**src/rtl/cpu_sequencer.sv**
```systemverilog
// rtl/cpu_sequencer.sv - microstep T-state sequencer with commit gating, wait states, halt/step control
//
// Generates the T-state that indexes decode and a commit enable that gates all
// bus register writes. Handles memory wait states with a timeout, halt/run/
// single-step control and counts retired instructions.
//
// Optional feature macro: IRQ_EN (adds i_irq, i_ie, o_irq_take).
//
// Ports:
//   i_clk        system clock, all state on rising edge
//   i_reset      synchronous active-high reset
//   i_rt         current microstep is the last of the instruction
//   i_mem_req    current microstep accesses memory
//   i_mem_ready  memory completes the access this cycle
//   i_halt_req   stop at the next instruction boundary (level)
//   i_run        pulse: leave HALT, free-run
//   i_step       pulse: leave HALT, execute one instruction, re-halt
//   i_err_clr    pulse: leave ERR to HALT
//   i_irq/i_ie   interrupt request / enable (IRQ_EN only)
//   o_t          current T-state
//   o_commit     current microstep completes; register writes enabled
//   o_stall      waiting for memory
//   o_halted     in HALT
//   o_bus_err    in ERR (wait timeout)
//   o_boundary   last step of an instruction commits this cycle
//   o_retired    instructions completed since reset
//   o_irq_take   T0 of the instruction following an accepted interrupt (IRQ_EN only)
module cpu_sequencer #(
    parameter int TBITS    = 3,
    parameter int TMAX     = 7,
    parameter int WAIT_MAX = 15,
    parameter int CNT_W    = 16
) (
    input  logic             i_clk,
    input  logic             i_reset,
    input  logic             i_rt,
    input  logic             i_mem_req,
    input  logic             i_mem_ready,
    input  logic             i_halt_req,
    input  logic             i_run,
    input  logic             i_step,
    input  logic             i_err_clr,
`ifdef IRQ_EN
    input  logic             i_irq,
    input  logic             i_ie,
    output logic             o_irq_take,
`endif
    output logic [TBITS-1:0] o_t,
    output logic             o_commit,
    output logic             o_stall,
    output logic             o_halted,
    output logic             o_bus_err,
    output logic             o_boundary,
    output logic [CNT_W-1:0] o_retired
);

    typedef enum logic [1:0] {
        S_RUN  = 2'd0,
        S_HALT = 2'd1,
        S_ERR  = 2'd2
    } state_t;

    localparam logic [TBITS-1:0] L_TMAX      = TBITS'(TMAX);
    // The transition to ERR happens at the edge ending the WAIT_MAX-th stall cycle.
    localparam logic [7:0]       L_WAIT_LAST = 8'(WAIT_MAX - 1);

    state_t           r_state, w_state_nx;
    logic [TBITS-1:0] r_t, w_t_nx;
    logic [7:0]       r_wait, w_wait_nx;
    logic [CNT_W-1:0] r_retired, w_retired_nx;
    logic             r_armed, w_armed_nx;

    logic w_in_run, w_pending, w_stall, w_commit, w_last, w_boundary, w_stop;

    assign w_in_run   = (r_state == S_RUN);
    assign w_pending  = i_mem_req && !i_mem_ready;
    assign w_stall    = w_in_run && w_pending;
    assign w_commit   = w_in_run && !w_pending;
    // rt only matters when the step actually commits; while stalled it is ignored.
    assign w_last     = i_rt || (r_t == L_TMAX);
    assign w_boundary = w_commit && w_last;
    assign w_stop     = i_halt_req || r_armed;

    always_comb begin
        w_state_nx   = r_state;
        w_t_nx       = r_t;
        w_wait_nx    = r_wait;
        w_retired_nx = r_retired;
        w_armed_nx   = r_armed;
        case (r_state)
            S_RUN: begin
                if (w_stall) begin
                    w_wait_nx = r_wait + 8'd1;
                    if (r_wait == L_WAIT_LAST) begin
                        w_state_nx = S_ERR;
                    end
                end else begin
                    w_wait_nx = 8'd0;
                    if (w_last) begin
                        w_t_nx       = '0;
                        w_retired_nx = r_retired + CNT_W'(1);
                        if (w_stop) begin
                            w_state_nx = S_HALT;
                            w_armed_nx = 1'b0;
                        end
                    end else begin
                        w_t_nx = r_t + TBITS'(1);
                    end
                end
            end
            S_HALT: begin
                w_t_nx = '0;
                if (i_step) begin
                    w_state_nx = S_RUN;
                    w_armed_nx = 1'b1;
                end else if (i_run) begin
                    w_state_nx = S_RUN;
                end
            end
            S_ERR: begin
                if (i_err_clr) begin
                    w_state_nx = S_HALT;
                    w_t_nx     = '0;
                    w_wait_nx  = 8'd0;
                    w_armed_nx = 1'b0;
                end
            end
            default: begin
                w_state_nx = S_HALT;
                w_t_nx     = '0;
                w_wait_nx  = 8'd0;
                w_armed_nx = 1'b0;
            end
        endcase
    end

    always_ff @(posedge i_clk) begin
        if (i_reset) begin
            r_state   <= S_HALT;
            r_t       <= '0;
            r_wait    <= 8'd0;
            r_retired <= '0;
            r_armed   <= 1'b0;
        end else begin
            r_state   <= w_state_nx;
            r_t       <= w_t_nx;
            r_wait    <= w_wait_nx;
            r_retired <= w_retired_nx;
            r_armed   <= w_armed_nx;
        end
    end

`ifdef IRQ_EN
    // Interrupt is accepted only at a boundary that keeps running; a halt
    // at the same boundary defers it until the first boundary after resume.
    logic r_irq_take;
    always_ff @(posedge i_clk) begin
        if (i_reset) begin
            r_irq_take <= 1'b0;
        end else begin
            r_irq_take <= w_boundary && !w_stop && i_irq && i_ie;
        end
    end
    assign o_irq_take = r_irq_take;
`endif

    assign o_t        = r_t;
    assign o_commit   = w_commit;
    assign o_stall    = w_stall;
    assign o_halted   = (r_state == S_HALT);
    assign o_bus_err  = (r_state == S_ERR);
    assign o_boundary = w_boundary;
    assign o_retired  = r_retired;

endmodule

```
**config.mk**
```make
export PLATFORM = sky130hd
export DESIGN_NAME = cpu_sequencer
export DESIGN_NICKNAME = d
export VERILOG_FILES = /design/src/rtl/cpu_sequencer.sv
export SDC_FILE = /design/constraint.sdc
export NUM_CORES = 1
export LEC_CHECK = 0
export BUFFER_PORTS_ARGS = -buffer_cell sky130_fd_sc_hd__buf_4
export CELL_PAD_IN_SITES_DETAIL_PLACEMENT = 1
export CELL_PAD_IN_SITES_GLOBAL_PLACEMENT = 2
export CORE_MARGIN = 2
export CORE_UTILIZATION = 34
export DETAILED_ROUTE_END_ITERATION = 8
export GPL_ROUTABILITY_DRIVEN = 0
export PLACE_DENSITY_LB_ADDON = 0.1
export SETUP_SLACK_MARGIN = 0.2
export SKIP_CTS_REPAIR_TIMING = 1
export SYNTH_ARGS = -nofsm -noshare
export SYNTH_HDL_FRONTEND = slang
export SYNTH_SLANG_ARGS = --single-unit
```
**constraint.sdc**
```tcl
create_clock -name i_clk -period 4.05 [get_ports i_clk]
set_input_delay 0.405 -clock i_clk [delete_from_list [all_inputs] [get_ports i_clk]]
set_output_delay 0.405 -clock i_clk [all_outputs]
set_load 0.005 [all_outputs]
```
* After elaboration in Yosys (flattened, before gate mapping)
Index checks and enable logic that the tools add are counted.
** Operators by class
- Eq/ne operators :: 13
- Mux-type cells :: 21
- Bitwise logic cells :: 2
- Reductions and logical operators :: 14
- $add $sub $neg :: 3
** Operator list (number)
- $pmux 8 s3 :: 1
- $add 16x1->16 const B :: 1
- $mux 8 :: 2
- $mux 2 :: 7
- $reduce_and 5->1 :: 2
- $mux 3 :: 3
- $ne 3x2->1 const B :: 3
- $add 8x1->8 const B :: 1
- $eq 8x4->1 const B :: 1
- $ne 2x2->1 const B :: 3
- $pmux 2 s3 :: 1
- $pmux 3 s2 :: 1
- $mux 1 :: 5
- $logic_and 1x1->1 :: 4
- $ne 2x1->1 const B :: 2
- $reduce_and 2->1 :: 2
- $add 3x1->3 const B :: 1
- $eq 3x3->1 const B :: 1
- $ne 3x3->1 const B :: 1
- $pmux 1 s3 :: 1
- $reduce_and 3->1 :: 1
- $eq 2x1->1 const B :: 1
- $eq 2x2->1 const B :: 1
- $logic_not 1->1 :: 2
- other kinds (3) :: 5
** Storage, ports and cells
- Input port bits :: 9
- Flip-flop bits (word level) :: 30
- Logic and storage cells :: 58

* Depth between registers and ports, before layout
Gate-level depths: netlist of run 1.
- Depth in word-level cells :: 5
- Depth in mapped cells :: 7

* Least setup slack after synthesis of run 1
Ideal clock, no wire load.
- Path kind :: flip-flop to flip-flop
- From :: reg r_t[0], in the netlist o_t[0]
- To :: reg r_retired[12], in the netlist o_retired[12]
- Arrival :: 1.673 ns
- Library setup time :: 0.070 ns
- Stages on the path, launching flop included :: 7
- Setup slack :: 2.307 ns
- Cell sequence :: dfxtp_1 ha_1 ha_1 o211a_1 nand3_1 or4_1 a21oi_1
** On the way
- Cells in the longest elaborated chain, start to end :: 3
** Ends and longest elaborated chain
- start: declaration :: line 68 : logic [TBITS-1:0] r_t, w_t_nx;
- start signal: assignment :: line 146 : r_t <= w_t_nx;
- $eq 3x3->1 :: line 80 : assign w_last = i_rt || (r_t == L_TMAX);
- $logic_or 1x1->1 :: line 80
- $reduce_and 3->1 (no line)
- end signal: assignment :: line 148 : r_retired <= w_retired_nx;
- end: declaration :: line 70 : logic [CNT_W-1:0] r_retired, w_retired_nx;
Every way passes these cells.
A chain may end at the register's enable or synchronous reset.

* Worst setup path in the final report of run 1
- From :: reg r_t[0], in the netlist o_t[0]
- To :: out o_boundary
** On the way
- Cells in the longest elaborated chain, start to end :: 3
** Ends and longest elaborated chain
- $eq 3x3->1 :: line 80
- $logic_or 1x1->1 :: line 80
- $logic_and 1x1->1 :: line 81 : assign w_boundary = w_commit && w_last;
- end: declaration :: line 53 : output logic o_boundary,
Every way passes these cells.

==> results of run 1 <==
## flip-flops by register name (all words and copies together) (netlist names)
signal / cells
r_wait: 8
o_retired: 16
r_armed: 1
o_t: 3
r_state: 2
## area by class of cell
class | count | area (um^2) | share of cell area (%)
clock buffer | 7 | 86.3 | 4.66
inverter | 5 | 18.8 | 1.01
tap | 52 | 65.1 | 3.51
timing repair buffer | 32 | 240 | 13.0
clock inverter | 1 | 5.00 | 0.270
multi-input combinational | 127 | 838 | 45.2
sequential | 30 | 601 | 32.4
## final timing paths
| kind | cells past startpoint | to | slack [ps] |
|---|---|---|---|
| max | 6 | o_boundary | 1880 |
| min | 2 | r_state[0] | 310 |
| max reg2reg | 6 | o_retired[13] | 2020 |
| min reg2reg | 2 | o_retired[15] | 490 |
## layout by cell type (no fill, tap or decap), types with 2 or more instances in the layout
master / count
and3_1: 4
nand4_1: 8
inv_1: 5
clkbuf_8: 6
nor2_1: 16
dfxtp_1: 30
or3_1: 7
o31ai_1: 6
or4_1: 5
nand2b_1: 2
or2_2: 2
mux2i_1: 4
and2_1: 3
o21bai_1: 2
xor2_1: 9
a21oi_1: 14
nand2_1: 5
o21ai_0: 8
nor4_1: 2
nor2b_1: 3
ha_1: 5
nand3_1: 7
buf_4: 32
## metrics by stage
step	std cells	area, um^2	total power, mW
finish	254	1850	0.604
global route	254	1850	0.635
detailed placement	246	1760	0.360
floorplan	169	1510	0.339
global placement	246	1760	0.358
CTS	254	1850	0.616
## power groups by stage
stage	sequential, mW	combinational (mW)	clock [mW]
finish	0.307	0.0465	0.251
global route	0.307	0.0522	0.275
CTS	0.306	0.0475	0.262
detailed placement	0.313	0.0473	0
global placement	0.313	0.0458	0
floorplan	0.312	0.0271	0
## cells in the mapped netlist (6+ instances only)
cell	instances	area share, %
a21oi_1	14	4.7
nor2_1	16	4.0
dfxtp_1	30	40
o21ai_0	8	2.7
nand3_1	7	2.3
nand4_1	8	3.3
or3_1	7	2.9
o31ai_1	6	3.0
xor2_1	9	5.2
## kinds of logic (layout without fill, tap and decap cells)
group,after synthesis,after routing
fa+ha+maj,5,5
xor+xnor,10,10
buf+inv,12,45
compound gates,35,35
simple gates,73,73
flops,30,30
mux,4,4
## routing by layer
layer | track usage (%) | routed length (um) | vias to the layer above
met4 | 5.66 | 55 | 0
li1 | - | - | 679
met5 | 0 | 0 | -
met1 | 19.4 | 1700 | 667
met3 | 5.13 | 141 | 6
met2 | 30.5 | 1960 | 22
==> reports/metrics.csv, run 1 <==
stage,metric,value,unit
logic_synthesis,largest family of logic cells by synthesized area,simple AND/OR/NAND/NOR gates,
clock_network,clk root buf,clkbuf_8,
placed_design,HPWL after detailed placement,2850,um
power,P per Cell Area,326,mW/mm^2
global_routing,final global-route overflow total,0,
floorplan,Initial Utilization,35.1,%
setup_path,critical path arrival,1770,ps
setup_path,CP Max Fanout,5,
global_routing,initial antenna violation count,0,
setup_path,most frequent CP cell,ha_1,
hold_path,min-delay src,i_run,
clock_network,CTS HTree Levels,2,
logic_synthesis,Yosys warning count,0,
detailed_routing,drt wl/cell,15.2,um
power,Max VDD drop,0.147,mV
clock_network,TritonCTS buffer count,5,
layout,Syn-to-layout area delta,23.2,%
logic_synthesis,synthesized area,0.00151,mm^2
timing,min Tclk post-route,2170,ps
logic_synthesis,post-synthesis adder-cell area fraction,4.16,%
setup_path,worst path bufs/invs,2,
setup_path,worst setup path category,reg2out,
power,P_leak,0.785,nW
detailed_routing,DRC errors left,0,
setup_path,Worst Setup End Kind,output pin,
logic_synthesis,mean post-synth cell area,8.91,um^2
timing,Worst Slack Setup Final,1880,ps
clock_network,clock-pin slew on the worst setup and hold paths,60,ps
floorplan,Core Rows,24,
power,Flop pwr share,50.7,%
timing,count of final hold-check violations,0,
logic_synthesis,asr flop ratio synth,0,%
timing,RSZ-0062 raised after global routing,no,
logic_synthesis,post-synthesis instance total,169,
layout,layout cells sized above 1,22.3,%
hold_path,min-delay worst type,in2reg,
logic_synthesis,Most used DFF post-synth,dfxtp_1,
power,Net Sw Frac,24.1,%
floorplan,Die Y,70.5,um
global_routing,GR Util All Layers,17.0,%
power,Logic pwr share,7.7,%
logic_synthesis,post-synthesis mux area share,2.66,%
detailed_routing,router iterations before antenna repair,4,
detailed_routing,initial drt markers,37,
layout,Final Core Density,43.2,%
status,status,"complete, no violations",
logic_synthesis,syn_nets,183,
layout,Final nets,215,
clock_network,Worst-Skew Late Latency,280,ps
logic_synthesis,"EDFF count, synth",0,
timing,Max Clk Rate,461,MHz
timing,"Slew Viols, Final",0,
detailed_routing,remaining antenna violation count,0,
global_routing,first-pass GRT wire length,6780,um
logic_synthesis,#FFs+latches synth,30,
layout,Antenna diodes,0,
detailed_routing,vias per cell,5.41,
floorplan,die area,0.00498,mm^2
setup_path,Worst path max stage delay,350,ps
logic_synthesis,simple-gate share of the synthesized area,29.3,%
setup_path,Critical Path RT,3640,ps
timing,slew at the pin closest to its max-slew limit,640,ps
setup_path,CP cell instances,ha_1 > ha_1 > or2_2 > nand3_1 > inv_1 > buf_4,
timing,fin crit share,53.6,%
detailed_routing,Post-Route WL,3860,um
placed_design,pre-CTS setup slack,2020,ps
timing,setup TNS,0,ps
floorplan,Chip Width,70.5,um
clock_network,clock sinks,30,
setup_path,Crit path max-delay family,simple AND/OR/NAND/NOR gates,
global_routing,vias in the first global route,1435,
global_routing,largest net degree at the start of global routing,23,
run,Max-cap violations,0,
timing,hold slack,311,ps
logic_synthesis,Netlist cell types,40,
floorplan,Ports,33,
timing,final setup vio count,0,
detailed_routing,vias after detailed routing,1374,
power,P_int,0.459,mW
placed_design,number of port buffers,32,
timing,max_slew headroom,57.2,%
clock_network,CTS Buffer Depth,2,
layout,Fill cells,499,
floorplan,core area,0.00429,mm^2
logic_synthesis,sequential area share after synthesis,39.9,%
power,Sw Pwr,0.146,mW
setup_path,Worst Setup SP,o_t[0],
logic_synthesis,complex-gate fraction of the synthesized area,13.8,%
setup_path,crit path max-delay cell type,or2_2,
logic_synthesis,Synth Area in XOR/XNOR,5.82,%
timing,clk_skew,7.17,ps
setup_path,Critical R2R Launch,o_t[0],
power,clock power share,41.6,%
setup_path,startpoint types,flip-flop,
clock_network,CTS tree,yes,
(Power assumes the default switching activity.)
==> run 2, diff against run 1 <==
--- a/config.mk
+++ b/config.mk
@@ -9,7 +9,7 @@
 export CELL_PAD_IN_SITES_DETAIL_PLACEMENT = 1
 export CELL_PAD_IN_SITES_GLOBAL_PLACEMENT = 2
 export CORE_MARGIN = 2
-export CORE_UTILIZATION = 34
+export CORE_UTILIZATION = 31
 export DETAILED_ROUTE_END_ITERATION = 8
 export GPL_ROUTABILITY_DRIVEN = 0
 export PLACE_DENSITY_LB_ADDON = 0.1
==> constraint.sdc (replaced) <==
create_clock -name i_clk -period 2.2 [get_ports i_clk]
set_input_delay 0.22 -clock i_clk [delete_from_list [all_inputs] [get_ports i_clk]]
set_output_delay 0.22 -clock i_clk [all_outputs]
set_load 0.005 [all_outputs]
==> run 2 against run 1 <==
Net effect:
- global-route usage down 1.6 points
- sequential cell count unchanged
- non-clock buffer count up 3
- wire length down 0.18%
- utilization down 2.2 points
- clock-buffer cell count unchanged
- combinational power up 95%
- critical path depth unchanged
- total power up 86%
- clock skew down 2.8 ps
- critical path type is now reg2reg
- largest cell class unchanged
- highest routed layer unchanged
==> reports/metrics.csv, run 2 (synthesized netlist as in run 1, its figures left out) <==
stage,metric,value,unit,change
status,status,"complete, no violations",,
detailed_routing,remaining antenna violation count,0,,unchanged
setup_path,Worst path max stage delay,550,ps,+200 ps
clock_network,Worst-Skew Late Latency,290,ps,about the same
power,P_leak,0.797,nW,+1.6%
layout,"commonest cells after routing, fill and taps aside","buf_4, dfxtp_1, nor2_1",,
timing,RSZ-0062 raised after global routing,no,,
setup_path,Crit path max-delay family,simple AND/OR/NAND/NOR gates,,
run,Max-cap violations,0,,unchanged
global_routing,GR Util All Layers,15.5,%,-1.6 points
floorplan,Die Y,73.7,um,+4.5%
hold_path,min-delay worst type,in2reg,,
layout,FF+latch area,601,um^2,unchanged
layout,Final Core Density,41.0,%,-2.2 points
clock_network,CTS tree,yes,,
setup_path,critical path arrival,2100,ps,+330 ps
placed_design,placed instance area,0.00177,mm^2,+0.57%
floorplan,Core Rows,25,,+4.2%
placed_design,number of port buffers,32,,unchanged
detailed_routing,router iterations before antenna repair,3,,-1
setup_path,CP Max Fanout,8,,+3
floorplan,Chip Width,73.7,um,+4.5%
floorplan,Initial Utilization,32.1,%,-3.0 points
setup_path,crit path max-delay cell type,or4_1,,
clock_network,CTS Buffer Depth,2,,unchanged
layout,Antenna diodes,0,,unchanged
clock_network,TritonCTS buffer count,5,,unchanged
timing,final setup vio count,0,,unchanged
clock_network,clock-pin slew on the worst setup and hold paths,70,ps,about the same
detailed_routing,DRC errors left,0,,unchanged
setup_path,startpoint types,flip-flop,,
placed_design,pre-CTS setup slack,147,ps,-1870 ps
timing,setup TNS,0,ps,unchanged
detailed_routing,vias per cell,5.36,,-0.93%
global_routing,final global-route overflow total,0,,unchanged
setup_path,worst path bufs/invs,0,,-2
timing,max_slew headroom,71.3,%,+14 points
layout,Fill cells,558,,+12%
floorplan,Ports,33,,unchanged
layout,Final nets,218,,+1.4%
detailed_routing,vias after detailed routing,1388,,+1.0%
global_routing,initial antenna violation count,0,,unchanged
global_routing,vias in the first global route,1392,,-3.0%
clock_network,CTS HTree Levels,2,,unchanged
detailed_routing,initial drt markers,42,,+14%
detailed_routing,Post-Route WL,3850,um,-0.18%
layout,Syn-to-layout area delta,27.8,%,
detailed_routing,drt wl/cell,14.9,um,-2.1%
layout,max reg flops,16,,unchanged
timing,Max Clk Rate,532,MHz,
setup_path,Worst Setup End Kind,flip-flop,,
floorplan,core area,0.00469,mm^2,+9.3%
layout,fin area,0.00192,mm^2,+3.7%
layout,layout cells sized above 1,24.9,%,+2.6 points
clock_network,clk root buf,clkbuf_8,,
placed_design,HPWL after detailed placement,2820,um,-0.90%
setup_path,CP cell instances,ha_1 > ha_2 > or2_4 > nand4_4 > or4_1 > a21oi_1,,
floorplan,die area,0.00543,mm^2,+9.1%
global_routing,first-pass GRT wire length,6440,um,-5.0%
layout,"commonest non-fill, non-tap cell in the layout",buf_4,,
power,P per Cell Area,585,mW/mm^2,+80%
layout,Multi-input gate area,870,um^2,+3.7%
timing,min Tclk post-route,1880,ps,
setup_path,Critical Path RT,2420,ps,-1220 ps
power,Pwr Total,1.13,mW,+86%
timing,slew at the pin closest to its max-slew limit,430,ps,-210 ps
power,Max VDD drop,0.310,mV,+110%
timing,count of final hold-check violations,0,,unchanged
global_routing,largest net degree at the start of global routing,23,,unchanged
timing,fin crit share,85.5,%,
timing,Worst Slack Setup Final,319,ps,-1560 ps
clock_network,clock sinks,30,,unchanged
setup_path,worst setup path category,reg2reg,,
timing,clk_skew,4.36,ps,-2.81 ps
timing,"Slew Viols, Final",0,,unchanged
run 2: cell types whose count changed in the layout (fill, tap and decap cells not counted), sizes merged:
| cell | change |
|---|---|
| buf | +3 |
run 2: worst reg2reg max path, cell delays in order, from the launching register on:
cell     delay (ps)
dfxtp_1         390
ha_1            180
ha_2            210
or2_4           160
nand4_4         170
or4_1           560
a21oi_1         160
run 2: cell type report:
class,instances,area share (%)
clock inverter,1,0.260
inverter,5,0.976
clock buffer,7,4.49
sequential,30,31.2
multi-input combinational,127,45.2
timing repair buffer,35,14.3
tap,54,3.51
run 2: layer usage:
layer	vias to the layer above	part of all wire, %	global-route usage [%]
li1	684	-	-
met1	664	46	19.1
met2	31	48	25.0
met3	9	3.8	3.29
met4	0	2.4	8.28
met5	-	0	0
run 2: power breakdown:
group / internal (mW) / leakage [nW] / switching, mW
clock: 0.252 / 0.0482 / 0.218
combinational: 0.0419 / 0.506 / 0.0487
sequential: 0.553 / 0.243 / 0.0120
total: 0.847 / 0.797 / 0.279
run 2: path summary, 6_finish.rpt:
check,startpoint,endpoint,slack (ps),depth (start not counted)
worst max-delay path,o_t[0],o_retired[13],320,6
worst min-delay path,i_run,r_state[0],120,2
worst max register to register,o_t[0],o_retired[13],320,6
worst min register to register,o_retired[15],o_retired[15],490,2
run 2: metrics by stage:
step	hold WS [ps]	instances
floorplan	323	169
global placement	420	249
detailed placement	419	249
CTS	115	257
global route	125	259
finish	122	259
